File: src/rtl/nn_vec_loader.sv
// Word-pair to vector assembler: gathers N (x, w) pairs into packed buses
// using two ping-pong banks so one vector fills while the other is held.
module nn_vec_loader #(
    parameter int N  = 8,
    parameter int W  = 17,
    parameter int CW = 16
) (
    input  logic           clk,
    input  logic           rst,
    input  logic           in_valid,
    output logic           in_ready,
    input  logic [W-1:0]   in_x,
    input  logic [W-1:0]   in_w,
    input  logic           in_last,
    output logic           vec_valid,
    input  logic           vec_ready,
    output logic [W*N-1:0] x_bus,
    output logic [W*N-1:0] w_bus,
    output logic           err_short,
    output logic [CW-1:0]  vec_cnt
);

    localparam int CNTW = (N > 1) ? $clog2(N) : 1;
    localparam logic [CNTW-1:0] LAST_IDX = CNTW'(N - 1);

    logic [W-1:0]    xs [2][N];
    logic [W-1:0]    ws [2][N];
    logic [1:0]      full;
    logic            fsel;
    logic            osel;
    logic [CNTW-1:0] cnt;
    logic            acc;
    logic            rel;
    logic            close_vec;

    // Readiness depends only on registered state; held low during reset.
    assign in_ready  = !rst && !full[fsel];
    assign vec_valid = full[osel];
    assign acc       = in_valid && in_ready;
    assign rel       = vec_valid && vec_ready;
    assign close_vec = (cnt == LAST_IDX) || in_last;

    always_comb begin
        x_bus = '0;
        w_bus = '0;
        for (int unsigned k = 0; k < N; k++) begin
            x_bus[W*k +: W] = xs[osel][k];
            w_bus[W*k +: W] = ws[osel][k];
        end
    end

    always_ff @(posedge clk or posedge rst) begin
        if (rst) begin
            for (int unsigned b = 0; b < 2; b++) begin
                for (int unsigned k = 0; k < N; k++) begin
                    xs[b][k] <= '0;
                    ws[b][k] <= '0;
                end
            end
            full      <= '0;
            fsel      <= 1'b0;
            osel      <= 1'b0;
            cnt       <= '0;
            err_short <= 1'b0;
            vec_cnt   <= '0;
        end else begin
            if (acc) begin
                // Early last zero-pads the tail so the dot product ignores it.
                for (int unsigned k = 0; k < N; k++) begin
                    if (CNTW'(k) == cnt) begin
                        xs[fsel][k] <= in_x;
                        ws[fsel][k] <= in_w;
                    end else if (in_last && (CNTW'(k) > cnt)) begin
                        xs[fsel][k] <= '0;
                        ws[fsel][k] <= '0;
                    end
                end
                if (close_vec) begin
                    full[fsel] <= 1'b1;
                    fsel       <= ~fsel;
                    cnt        <= '0;
                    if (cnt != LAST_IDX) begin
                        err_short <= 1'b1;
                    end
                end else begin
                    cnt <= cnt + CNTW'(1);
                end
            end
            // fsel != osel whenever both fire, so the full[] writes never collide.
            if (rel) begin
                full[osel] <= 1'b0;
                osel       <= ~osel;
                vec_cnt    <= vec_cnt + CW'(1);
            end
        end
    end

endmodule
File: config.mk
export PLATFORM = sky130hd
export DESIGN_NAME = nn_vec_loader
export DESIGN_NICKNAME = d
export VERILOG_FILES = /design/src/rtl/nn_vec_loader.sv
export SDC_FILE = /design/constraint.sdc
export NUM_CORES = 1
export LEC_CHECK = 0
export CAP_MARGIN = 20
export CORE_ASPECT_RATIO = 1.5
export CORE_MARGIN = 2
export CORE_UTILIZATION = 31
export DETAILED_ROUTE_END_ITERATION = 8
export DONT_BUFFER_PORTS = 1
export GPL_TIMING_DRIVEN = 1
export SYNTH_ARGS = -nofsm -noshare
export SYNTH_HDL_FRONTEND = slang
export SYNTH_SLANG_ARGS = --single-unit
export TNS_END_PERCENT = 10
File: constraint.sdc
create_clock -name clk -period 22.1 [get_ports clk]
set_input_delay 4.42 -clock clk [delete_from_list [all_inputs] [get_ports clk]]
set_output_delay 4.42 -clock clk [all_outputs]
set_load 0.05 [all_outputs]
==> summary.md <==
| Metric | Value |
|---|---|
| Startpoint Class | `input pin` |
| Logic pwr share | `34.8%` |
| Crit path setup slack, layout | `12.56 ns` |
| Critical R2R Capture | `ws[128]$_DFFE_PP0P_` |
| Clk Latency, worst-skew pair | `0.61 ns` |
| Setup crit end kind | `output pin` |
| DR vias/cell | `5.764` |
| Synthesis-to-finish area growth | `11.00%` |
| Hold_ws | `0.4761 ns` |
| Number of synthesized flops with an enable pin | `0` |
| Slowest cell on crit path | `nor2_1` |
| Worst Hold Class | `reg -> reg` |
| Area of the die | `79410 um^2` |
| Final setup violation count | `0` |
| Initial core utilization | `31.32%` |
| Height of the die | `344.1 um` |
| Clock skew | `0.008967 ns` |
| Critical Path AT | `5.12 ns` |
| Netlist cell types | `45` |
| Area after DPL | `24650 um^2` |
| Worst reg-to-reg setup slack | `19.06 ns` |
| Largest net degree at the start of global routing | `134` |
| Detailed-placement wirelength estimate | `50960 um` |
| Vias | `15510` |
| Synth Net Count | `1804` |
| FF+latch count, synth | `568` |
| GRT Total Usage | `19.97%` |
| Cell Count, Final, Fillers Out | `2691` |
| Sequential share of the synthesized area | `59.45%` |
| WP buf/inv | `0` |
| Routed len/inst | `30.07 um` |
| Starting DRT DRC Count | `1154` |
| Nets@finish | `1683` |
| CTS Hold Bufs | `0` |
| Layout cells sized above 1 | `27.19%` |
| Post-synth top flop | `dfrtp_1` |
| Clk slew on worst S/H paths | `0.06 ns` |
| Internal | `2.196 mW` |
| Antenna Nets Post-Route | `0` |
| Max stage delay on crit path | `0.70 ns` |
| GRT overflow | `0` |
| Compound-Gate Fraction of Synth Area | `20.40%` |
| Final instance area | `26540 um^2` |
| Num CTS Buffers | `55` |
| CP delay by family, top | `simple AND/OR/NAND/NOR gates` |
| Vias in the first global route | `16030` |
| RSZ-0062 raised after global routing | `false` |
| Max_slew headroom | `24.33%` |
| Max_cap viols | `0` |
| FF-to-FF Start | `full[1]$_DFF_PP0_` |
| Outcome | `completed` |
| Power density over the cells | `139.3 nW/um^2` |
| R2R depth | `4` |
| Worst IR Drop VDD | `0.00008888 V` |
| Slew @ Worst Pin | `1.131 ns` |
| Die Wd | `230.8 um` |
| GPL Wtd Cong | `0.7999` |
| Setup TNS | `0 ns` |
| Post-synthesis mux area share | `12.90%` |
| Pre-CTS WS | `12.55 ns` |
| CTS HTree Levels | `2` |
| Hold endpoint | `xs[228]$_DFFE_PP0P_` |
| Final Power | `3.698 mW` |
| Num ports | `330` |
| Max Fclk | `0.1048 GHz` |
| Core Region | `76330 um^2` |
| Xor and xnor area share after synthesis | `0.5495%` |
| CP Cell Sequence | `nor2_1` |
| Sequential Power Share | `39.4%` |
| Synthesized cell area | `23910 um^2` |
| Final wirelength | `80920 um` |
| Port bufs | `0` |
| PostCTS Resize Cnt | `0` |
| Post-route minimum period | `9.543 ns` |
| Clk network pwr share | `25.8%` |
| Mapped Cells | `1760` |
| Psw | `1.502 mW` |
| CTS tree | `yes` |
| CTS max path bufs | `3` |
| Avg Inst Size Synth | `13.58 um^2` |
| Static leakage | `12.59 nW` |
| Antenna violations before repair | `0` |
| Fin crit share | `43.18%` |
| Drc violations | `0` |
| Setup Fix Bufs, Post-CTS | `0` |
| Critical path class | `in -> out` |
| Sw Share | `40.62%` |
| Hold Fails Final Rpt | `0` |
| Hold-critical path depth | `2` |
| Synth Area in Adders | `0.2617%` |
| Row count | `124` |
| Crit path max fanout | `6` |
| Post-synthesis async set-or-reset flop share | `100.0%` |
| First drt pass iteration count | `5` |
| Final Core Density | `34.77%` |
| Slew Viols, Final | `0` |
| Synth warn | `0` |
| Clk root buf | `clkbuf_16` |
| Hold Startpoint | `xs[228]$_DFFE_PP0P_` |
| Num Clock Sinks | `568` |
| CP Data Required Time | `17.68 ns` |
| Simple-Gate Fraction of Synth Area | `2.412%` |
| Placed Instances | `2586` |
| Main combinational cell family by area after synthesis | `compound AO/OA/AOI/OAI gates` |
| First-pass GRT wire length | `117300 um` |
==> state kept, by name, indices dropped and copies added, names as in the netlist <==
name,count
ws,272
osel,1
fsel,1
full,2
vec_cnt,16
xs,272
cnt,3
err_short,1
==> cell usage after synthesis (all sizes together) (3+ instances only) <==
| cell | n | area (um^2) |
|---|---|---|
| a21oi | 3 | 15.01 |
| a22o | 528 | 4661 |
| a31oi | 3 | 18.77 |
| and3 | 6 | 37.54 |
| buf | 78 | 429.2 |
| clkbuf | 134 | 503.0 |
| dfrtp | 568 | 14210 |
| ha | 5 | 62.56 |
| inv | 8 | 30.03 |
| mux2 | 273 | 3074 |
| nand2 | 58 | 217.7 |
| nand2b | 4 | 25.02 |
| nand3 | 6 | 30.03 |
| nand4 | 4 | 25.02 |
| nor2 | 16 | 77.57 |
| o21ai | 27 | 138.9 |
| xnor2 | 13 | 113.9 |
==> placed cells by master (no fill, tap or decap), types with 3 or more instances in the layout <==
cell          n
bufinv_16     5
buf_16        5
buf_4        28
clkbuf_8      6
a22o_2       29
clkinv_2     13
and3_1        4
o21ai_0      22
a31oi_1       3
nand2_1      50
nand4_1       4
a22o_1      499
nor2_4        9
clkinvlp_4    5
a21oi_1       3
o21ai_4       4
inv_1         7
nand3_1       6
inv_6         4
ha_1          5
mux2_2      273
clkbuf_16    55
xnor2_1      13
nor2_1        7
clkbuf_1     10
dfrtp_1     567
nand2_2       8
==> power groups by stage <==
stage,Clock (mW),Sequential (mW),Combinational [mW]
2_1_floorplan,0,1.39,1.14
5_1_grt,1.03,1.48,1.34
3_5_place_dp,0,1.46,1.29
6_report,0.955,1.46,1.29
4_1_cts,0.982,1.45,1.29
3_3_place_gp,0,1.46,1.27
==> layout make-up <==
type                    instances  area, um^2
diodes                          2       5.005
clock buffers                  71        1496
clock inverters                28       296.5
fillers                      7393       49800
inverters                       8       37.54
multi-input cells             972        8869
flip-flops and latches        568       14220
well taps                    1008        1261
repair buffers                 34       355.3
==> logic make-up (layout without fill, tap and decap cells) <==
logic type                 Yosys count  count (layout)
DFF                                568             568
AOI/OAI and AO/OA                  567             567
muxes                              274             274
buffers and inverters              220             141
and+or+nand+nor                    111             111
xor gates and xnor gates            15              15
adders and majority gates            5               5
other                                0               2
==> worst max path at each step <==
| stage | start | to | slack, ns | depth (start not counted) |
|---|---|---|---|---|
| floorplan | rst | cnt[0]$_DFFE_PP0P_ | 1.77 | 1 |
| global placement | rst | in_ready | 12.56 | 1 |
| detailed placement | rst | in_ready | 12.55 | 1 |
| CTS | rst | in_ready | 12.55 | 1 |
| global route | rst | in_ready | 12.54 | 1 |
| finish | rst | in_ready | 12.56 | 1 |
==> routing by layer <==
layer  global-route usage, %  vias to the layer above  part of all wire, %
li1                        -                     6357                    -
met1                   25.20                     8386                   41
met2                   34.06                      621                   50
met3                   3.092                      148                  5.0
met4                   8.468                        0                  4.3
met5                       0                        -                    0
Note: power is estimated with default switching activity, not from simulation.
